--- src/rtl/pipe_mux_pkg.sv ---
// Shared constants and select-width helper for pipe_mux and its channel mux.
package pipe_mux_pkg;

    localparam int unsigned DEFAULT_WIDTH  = 32;
    localparam int unsigned DEFAULT_NUM_IN = 8;

    function automatic int unsigned sel_width(input int unsigned num_in);
        return (num_in > 1) ? $clog2(num_in) : 1;
    endfunction

endpackage

--- src/rtl/pipe_mux_mux_n_comb.sv ---
// Combinational N-to-1 channel selector; any sel at or above NUM_IN yields all-zero data.
module mux_n_comb
    import pipe_mux_pkg::*;
#(
    parameter int unsigned WIDTH  = DEFAULT_WIDTH,
    parameter int unsigned NUM_IN = DEFAULT_NUM_IN,
    parameter int unsigned SEL_W  = sel_width(NUM_IN)
) (
    input  logic [NUM_IN*WIDTH-1:0] x,
    input  logic [SEL_W-1:0]        sel,
    output logic [WIDTH-1:0]        y
);

    always_comb begin
        y = '0;
        for (int unsigned i = 0; i < NUM_IN; i++) begin
            if (32'(sel) == i) y = x[i*WIDTH +: WIDTH];
        end
    end

endmodule

--- src/rtl/pipe_mux.sv ---
// Registered channel mux behind a 2-entry skid buffer (output reg + skid reg).
// Define PIPE_MUX_SEL_CHECK_EN to build the out-of-range sel flag that travels with each item.
module pipe_mux
    import pipe_mux_pkg::*;
#(
    parameter int unsigned WIDTH  = DEFAULT_WIDTH,
    parameter int unsigned NUM_IN = DEFAULT_NUM_IN,
    parameter int unsigned SEL_W  = sel_width(NUM_IN)
) (
    input  logic                    clk,
    input  logic                    rst,
    input  logic [NUM_IN*WIDTH-1:0] x,
    input  logic [SEL_W-1:0]        sel,
    input  logic                    in_valid,
    output logic                    in_ready,
    input  logic                    flush,
    output logic [WIDTH-1:0]        y,
    output logic                    out_valid,
    input  logic                    out_ready,
    output logic                    sel_err
);

    logic [WIDTH-1:0] mux_data;
    logic             out_valid_q;
    logic             skid_valid_q;
    logic             in_ready_q;
    logic [WIDTH-1:0] y_q;
    logic [WIDTH-1:0] skid_data_q;
    logic             accept;
    logic             deliver;
    logic             load_out;

    mux_n_comb #(
        .WIDTH  (WIDTH),
        .NUM_IN (NUM_IN),
        .SEL_W  (SEL_W)
    ) u_mux (
        .x   (x),
        .sel (sel),
        .y   (mux_data)
    );

    assign accept   = in_valid && in_ready_q;
    assign deliver  = out_valid_q && out_ready;
    assign load_out = !out_valid_q || deliver;

    // in_ready_q mirrors !skid_valid_q as its own flop so it never depends on out_ready.
    always_ff @(posedge clk or posedge rst) begin
        if (rst) begin
            out_valid_q  <= 1'b0;
            skid_valid_q <= 1'b0;
            in_ready_q   <= 1'b1;
            y_q          <= '0;
            skid_data_q  <= '0;
        end else if (flush) begin
            out_valid_q  <= 1'b0;
            skid_valid_q <= 1'b0;
            in_ready_q   <= 1'b1;
        end else if (load_out) begin
            if (skid_valid_q) begin
                // A full skid means in_ready was low, so no accept can coincide here.
                y_q          <= skid_data_q;
                out_valid_q  <= 1'b1;
                skid_valid_q <= 1'b0;
                in_ready_q   <= 1'b1;
            end else begin
                out_valid_q <= accept;
                if (accept) y_q <= mux_data;
            end
        end else if (accept) begin
            skid_data_q  <= mux_data;
            skid_valid_q <= 1'b1;
            in_ready_q   <= 1'b0;
        end
    end

`ifdef PIPE_MUX_SEL_CHECK_EN
    logic sel_oor;
    logic err_q;
    logic skid_err_q;

    assign sel_oor = 32'(sel) >= NUM_IN;

    always_ff @(posedge clk or posedge rst) begin
        if (rst) begin
            err_q      <= 1'b0;
            skid_err_q <= 1'b0;
        end else if (!flush) begin
            if (load_out) begin
                if (skid_valid_q) err_q <= skid_err_q;
                else if (accept) err_q <= sel_oor;
            end else if (accept) begin
                skid_err_q <= sel_oor;
            end
        end
    end

    assign sel_err = err_q;
`else
    assign sel_err = 1'b0;
`endif

    assign in_ready  = in_ready_q;
    assign out_valid = out_valid_q;
    assign y         = y_q;

endmodule

--- config.mk ---
export PLATFORM = sky130hd
export DESIGN_NAME = pipe_mux
export DESIGN_NICKNAME = d
export VERILOG_FILES = /design/src/rtl/pipe_mux_pkg.sv /design/src/rtl/pipe_mux_mux_n_comb.sv /design/src/rtl/pipe_mux.sv
export SDC_FILE = /design/constraint.sdc
export NUM_CORES = 1
export LEC_CHECK = 0
export ABC_CLOCK_PERIOD_IN_PS = 2300
export CAP_MARGIN = 20
export CORE_ASPECT_RATIO = 1.75
export CORE_UTILIZATION = 35
export CTS_CLUSTER_SIZE = 30
export DETAILED_ROUTE_END_ITERATION = 6
export PLACE_DENSITY = 0.75
export SYNTH_ARGS = -nofsm -noshare
export SYNTH_HDL_FRONTEND = slang
export SYNTH_SLANG_ARGS = --single-unit
export TNS_END_PERCENT = 30
--- constraint.sdc ---
create_clock -name clk -period 2.3 [get_ports clk]
set_input_delay 0.69 -clock clk [delete_from_list [all_inputs] [get_ports clk]]
set_output_delay 0.69 -clock clk [all_outputs]
set_load 0.005 [all_outputs]
Yosys cells after proc, flatten, opt, wreduce, memory -nomap -nowiden:

Cells that the tools add are included.
W data, S select, Z words.

* output and inout port bits: 35
* input port bits: 264
* register bits: 67

* muxes and demuxes: 20
* reduce and logical (&&, ||, !) cells: 11
* bitwise gates (word level): 2
* equality and inequality tests: 8

Operators by type and width (number)
* $mux W32: 10
* $eq A3 B3 Y1 const B: 4
* $mux W1: 10
* $eq A3 B2 Y1 const B: 2
* $reduce_and A3 Y1: 2
* $reduce_bool A2 Y1: 2
* $eq A3 B1 Y1 const B: 1
* $logic_not A3 Y1: 1
* $ne A3 B3 Y1 const B: 1
* $reduce_bool A3 Y1: 1
* $logic_and A1 B1 Y1: 2
* $not A1 Y1: 2
* $reduce_and A2 Y1: 1
* $logic_not A1 Y1: 1
* $logic_or A1 B1 Y1: 1

Depth between registers and ports, before layout:

* depth in word-level cells: 11
* depth in mapped cells: 7
* depth with buffers taken out: 4

Modules after synthesis:

A second synthesis with hierarchy kept.

* cells, all modules: 565
* area total of the unflattened synthesis: 5545.3 µm²

By module, submodules not included
* pipe_mux: seq. area each 1677.9 µm², cells an instance 187, times used 1, area an instance 2919.0 µm²
* mux_n_comb: seq. area each 0.0 µm², cells an instance 378, times used 1, area an instance 2626.3 µm²

Worst setup path before layout:

Ideal clock, no wire load.

* path type: input -> register
* start: input port sel[1]
* end: register y_q[26] (netlist: y[26])
* cell stages on the path: 5
* path slack: 0.048 ns
* arrival: 2.127 ns
* path buffers: 1
* cells stage by stage: buf_2 > mux4_2 > mux2_2 > mux2_2 > mux2_2

* longest elaborated chain between the ends: 11
* elaborated cells on any way between the ends: 18
* classes of those cells: eq/ne (7); mux (10); reduce/logical (1)

RTL lines
* start, declared: RTL line pipe_mux.sv:13 `input logic [SEL_W-1:0] sel,`
* $logic_not A3 Y1: RTL line pipe_mux_mux_n_comb.sv:17 `if (32'(sel) == i) y = x[i*WIDTH +: WIDTH];`
* $mux W32 (7 in series): RTL line pipe_mux_mux_n_comb.sv:17
* $mux W32 (*): RTL line pipe_mux_mux_n_comb.sv:17
* $mux W32 (*): RTL line pipe_mux.sv:68 `if (accept) y_q <= mux_data;`
* $mux W32 (*): RTL line pipe_mux.sv:60 `if (skid_valid_q) begin`
* end signal, assigned: RTL line pipe_mux.sv:62 `y_q <= skid_data_q;`
* end signal, assigned: RTL line pipe_mux.sv:68
* end, declared: RTL line pipe_mux.sv:27 `logic [WIDTH-1:0] y_q;`

Mark *: on every way between the ends. The rest lies on a longest branch, timed or not. The select of a mux whose other input is x is not followed.
A chain may end at the register's enable or synchronous reset.

Worst setup path in the final report:

* start: input port x[26]
* end: register y_q[26] (netlist: y[26])

* longest elaborated chain between the ends: 10

RTL lines
* start, declared: RTL line pipe_mux.sv:12 `input logic [NUM_IN*WIDTH-1:0] x,`
* $mux W32 (8 in series): RTL line pipe_mux_mux_n_comb.sv:17
* $mux W32: RTL line pipe_mux.sv:68
* $mux W32: RTL line pipe_mux.sv:60

Every way passes these cells. The select of a mux whose other input is x is not followed.

==> metrics <==
status=completed; post-route ant nets=0; Final period util=95.02%; register area share after synthesis=33.18%; Mapped Area=5056 um^2; DPL Wire Length=15910 um; routability cong.=0.8503; CP Class=primary input to register; Crit path arrival time=2.41 ns; Worst path max stage delay=0.47 ns; unrepaired setup endpoints after global routing=no; Setup violations, final=0; via/cell ratio=5.556; clock sinks=67; antenna violations before repair=3; core area=13980 um^2; PwrDens=565.8 nW/um^2; syn_area_per_cell=8.673 um^2; num rows=57; synth-to-layout area growth=72.11%; Post-CTS Hold Buffers=0; slowest stage cell on the critical path=mux4_2; post-CTS sizing=0; Post-CTS Setup Repair Bufs=0; Final nets=1125; grt ovf=0; worst hold slack=0.5098 ns; io pins=299; fin crit period=2.186 ns; share of cells above drive strength 1=7.390%; Comb power frac=34.0%; Yosys warning total=0; Crit. End Element=register; 1st-iter DRT viols=255; worst-path cell chain=clkdlybuf4s50_1 > mux4_2 > mux2_2 > mux2_2 > mux2_2; port bufs=297; clk_skew=0.005669 ns; DIE AREA=14950 um^2; Final Slew Violations=0; DR vias=5812; final wirelength=20330 um; cell internal pwr=3.578 mW; most frequent cells in the layout=293 x clkdlybuf4s50_1, 92 x mux2i_1, 66 x dfrtp_1; syn nets=847; CP Launch Type=primary input; vias in the first global route=6181; DRC=0; starting density of the core=36.17%; H-tree depth=3; first-pass GRT wire length=31440 um; Max VDD drop=0.3956 mV; net switching power=1.345 mW; Leakage Power=3.556 nW; Clock Tree Buf Depth=2; clk_lat worst skew=0.34 ns; largest net degree at the start of global routing=68; CP required=2.52 ns; CTS Root Cell=clkbuf_16; routed length per instance=19.43 um; Synth Instances=583; Net Sw Frac=27.32%; Die Wd=92.86 um; Max FO, Critical Path=2; clock network power share=32.2%; FILL cells=1218; fmax=457.6 MHz; CP most frequent cell=mux2_2; worst hold-check path type=register to register; Num CTS Buffers=9; Flop pwr share=33.8%; CTS tree=yes; distinct cell type count after synthesis=31; flops & latches, synth=67; die height=161 um; GRT Resource Usage Total=27.37%; DR pass1 iterations=4; most common cell after layout, fill and taps aside=clkdlybuf4s50_1; total chip power=4.923 mW; Clock Pin Slew Worst Setup and Hold Paths=0.05 ns; max_cap viols=0; Final Hold Vio Count=0
[kinds of logic after synthesis]
kind of cell	synth area share [%]
muxes	20.44
buffers and inverters	5.023
other	0.07417
DFF	33.18
AOI/OAI and AO/OA	20.99
and+or+nand+nor	20.29
[synthesized netlist by cell type, drive strengths merged]
cell,count,share of area [%]
o22ai,1,0.12
a31oi,32,4.0
nor2b,3,0.37
o21bai,30,4.5
nand2b,2,0.25
dfstp,1,0.52
a21oi,33,3.3
nor2,33,2.4
conb,1,0.074
buf,13,1.3
mux2i,92,18
nand3b,30,4.5
o21ai,1,0.099
nor3,3,0.40
and3,31,3.8
o211ai,30,4.5
mux4,3,1.3
mux2,4,0.89
nor4bb,1,0.20
dfrtp,66,33
nor4,30,3.7
inv,3,0.22
clkbuf,47,3.5
nand3,1,0.099
a22oi,30,4.5
nand2,61,4.5
a2bb2oi,1,0.17
[path summary, 6_finish.rpt]
path | startpoint | depth (start not counted) | endpoint | slack (ns)
setup / recovery | x[26] | 5 | y[26]$_DFFE_PP0P_ | 0.11
hold / removal | skid_data_q[26]$_DFFE_PP0P_ | 1 | skid_data_q[26]$_DFFE_PP0P_ | 0.51
setup reg to reg | in_ready$_DFFE_PP1P_ | 6 | y[16]$_DFFE_PP0P_ | 0.69
hold reg to reg | skid_data_q[26]$_DFFE_PP0P_ | 1 | skid_data_q[26]$_DFFE_PP0P_ | 0.51
max in group asynchronous | rst | 3 | y[5]$_DFFE_PP0P_ | 1.20
min in group asynchronous | rst | 3 | out_valid$_DFFE_PP0N_ | 0.78
[registers in the layout (all words and copies together), names as in the netlist]
signal        flops
in_ready          1
skid_data_q      32
skid_valid_q      1
out_valid         1
y                32
[area by class of cell]
| type | instances | area, um^2 | share of cell area [%] |
|---|---|---|---|
| Inverter | 3 | 15.01 | 0.1725 |
| Timing Repair Buffer | 327 | 3284 | 37.74 |
| Antenna cell | 3 | 7.507 | 0.08627 |
| Multi-Input combinational cell | 453 | 3153 | 36.23 |
| Clock inverter | 5 | 100.1 | 1.150 |
| Tap cell | 177 | 221.5 | 2.545 |
| Sequential cell | 67 | 1678 | 19.28 |
| Clock buffer | 11 | 242.7 | 2.789 |
[metrics by stage]
stage / utilization, % / instance area (um^2) / std cells / setup TNS, ns / setup slack [ns]
global placement: 59.75 / 8352 / 1027 / -0.2264 / -0.2264
detailed placement: 59.75 / 8352 / 1027 / -0.2430 / -0.2430
global route: 62.22 / 8697 / 1044 / 0 / 0.08384
floorplan: - / 5060 / 583 / 0 / 0.04799
CTS: 62.20 / 8695 / 1043 / 0 / 0.1154
finish: 62.25 / 8702 / 1046 / 0 / 0.1145
[worst max-delay path, delay by kind of cell]
kind	cells	cell delay (ns)
buf+inv	1	0.45
mux	4	1.27
[power groups by stage]
| stage | combinational (mW) | sequential, mW | clock, mW |
|---|---|---|---|
| global placement | 1.63 | 1.66 | 0 |
| global route | 1.82 | 1.70 | 1.65 |
| detailed placement | 1.68 | 1.68 | 0 |
| floorplan | 0.692 | 1.65 | 0 |
| CTS | 1.69 | 1.66 | 1.60 |
| finish | 1.67 | 1.66 | 1.59 |
[routing by layer]
layer | vias to the layer above | share of wire (%) | GRT usage [%]
met5 | - | 0 | 0
met4 | 0 | 5.2 | 15.24
met3 | 55 | 6.1 | 5.508
met2 | 249 | 53 | 49.13
met1 | 2754 | 36 | 29.31
li1 | 2754 | - | -
No activity file was read; power rests on OpenSTA's default activity.
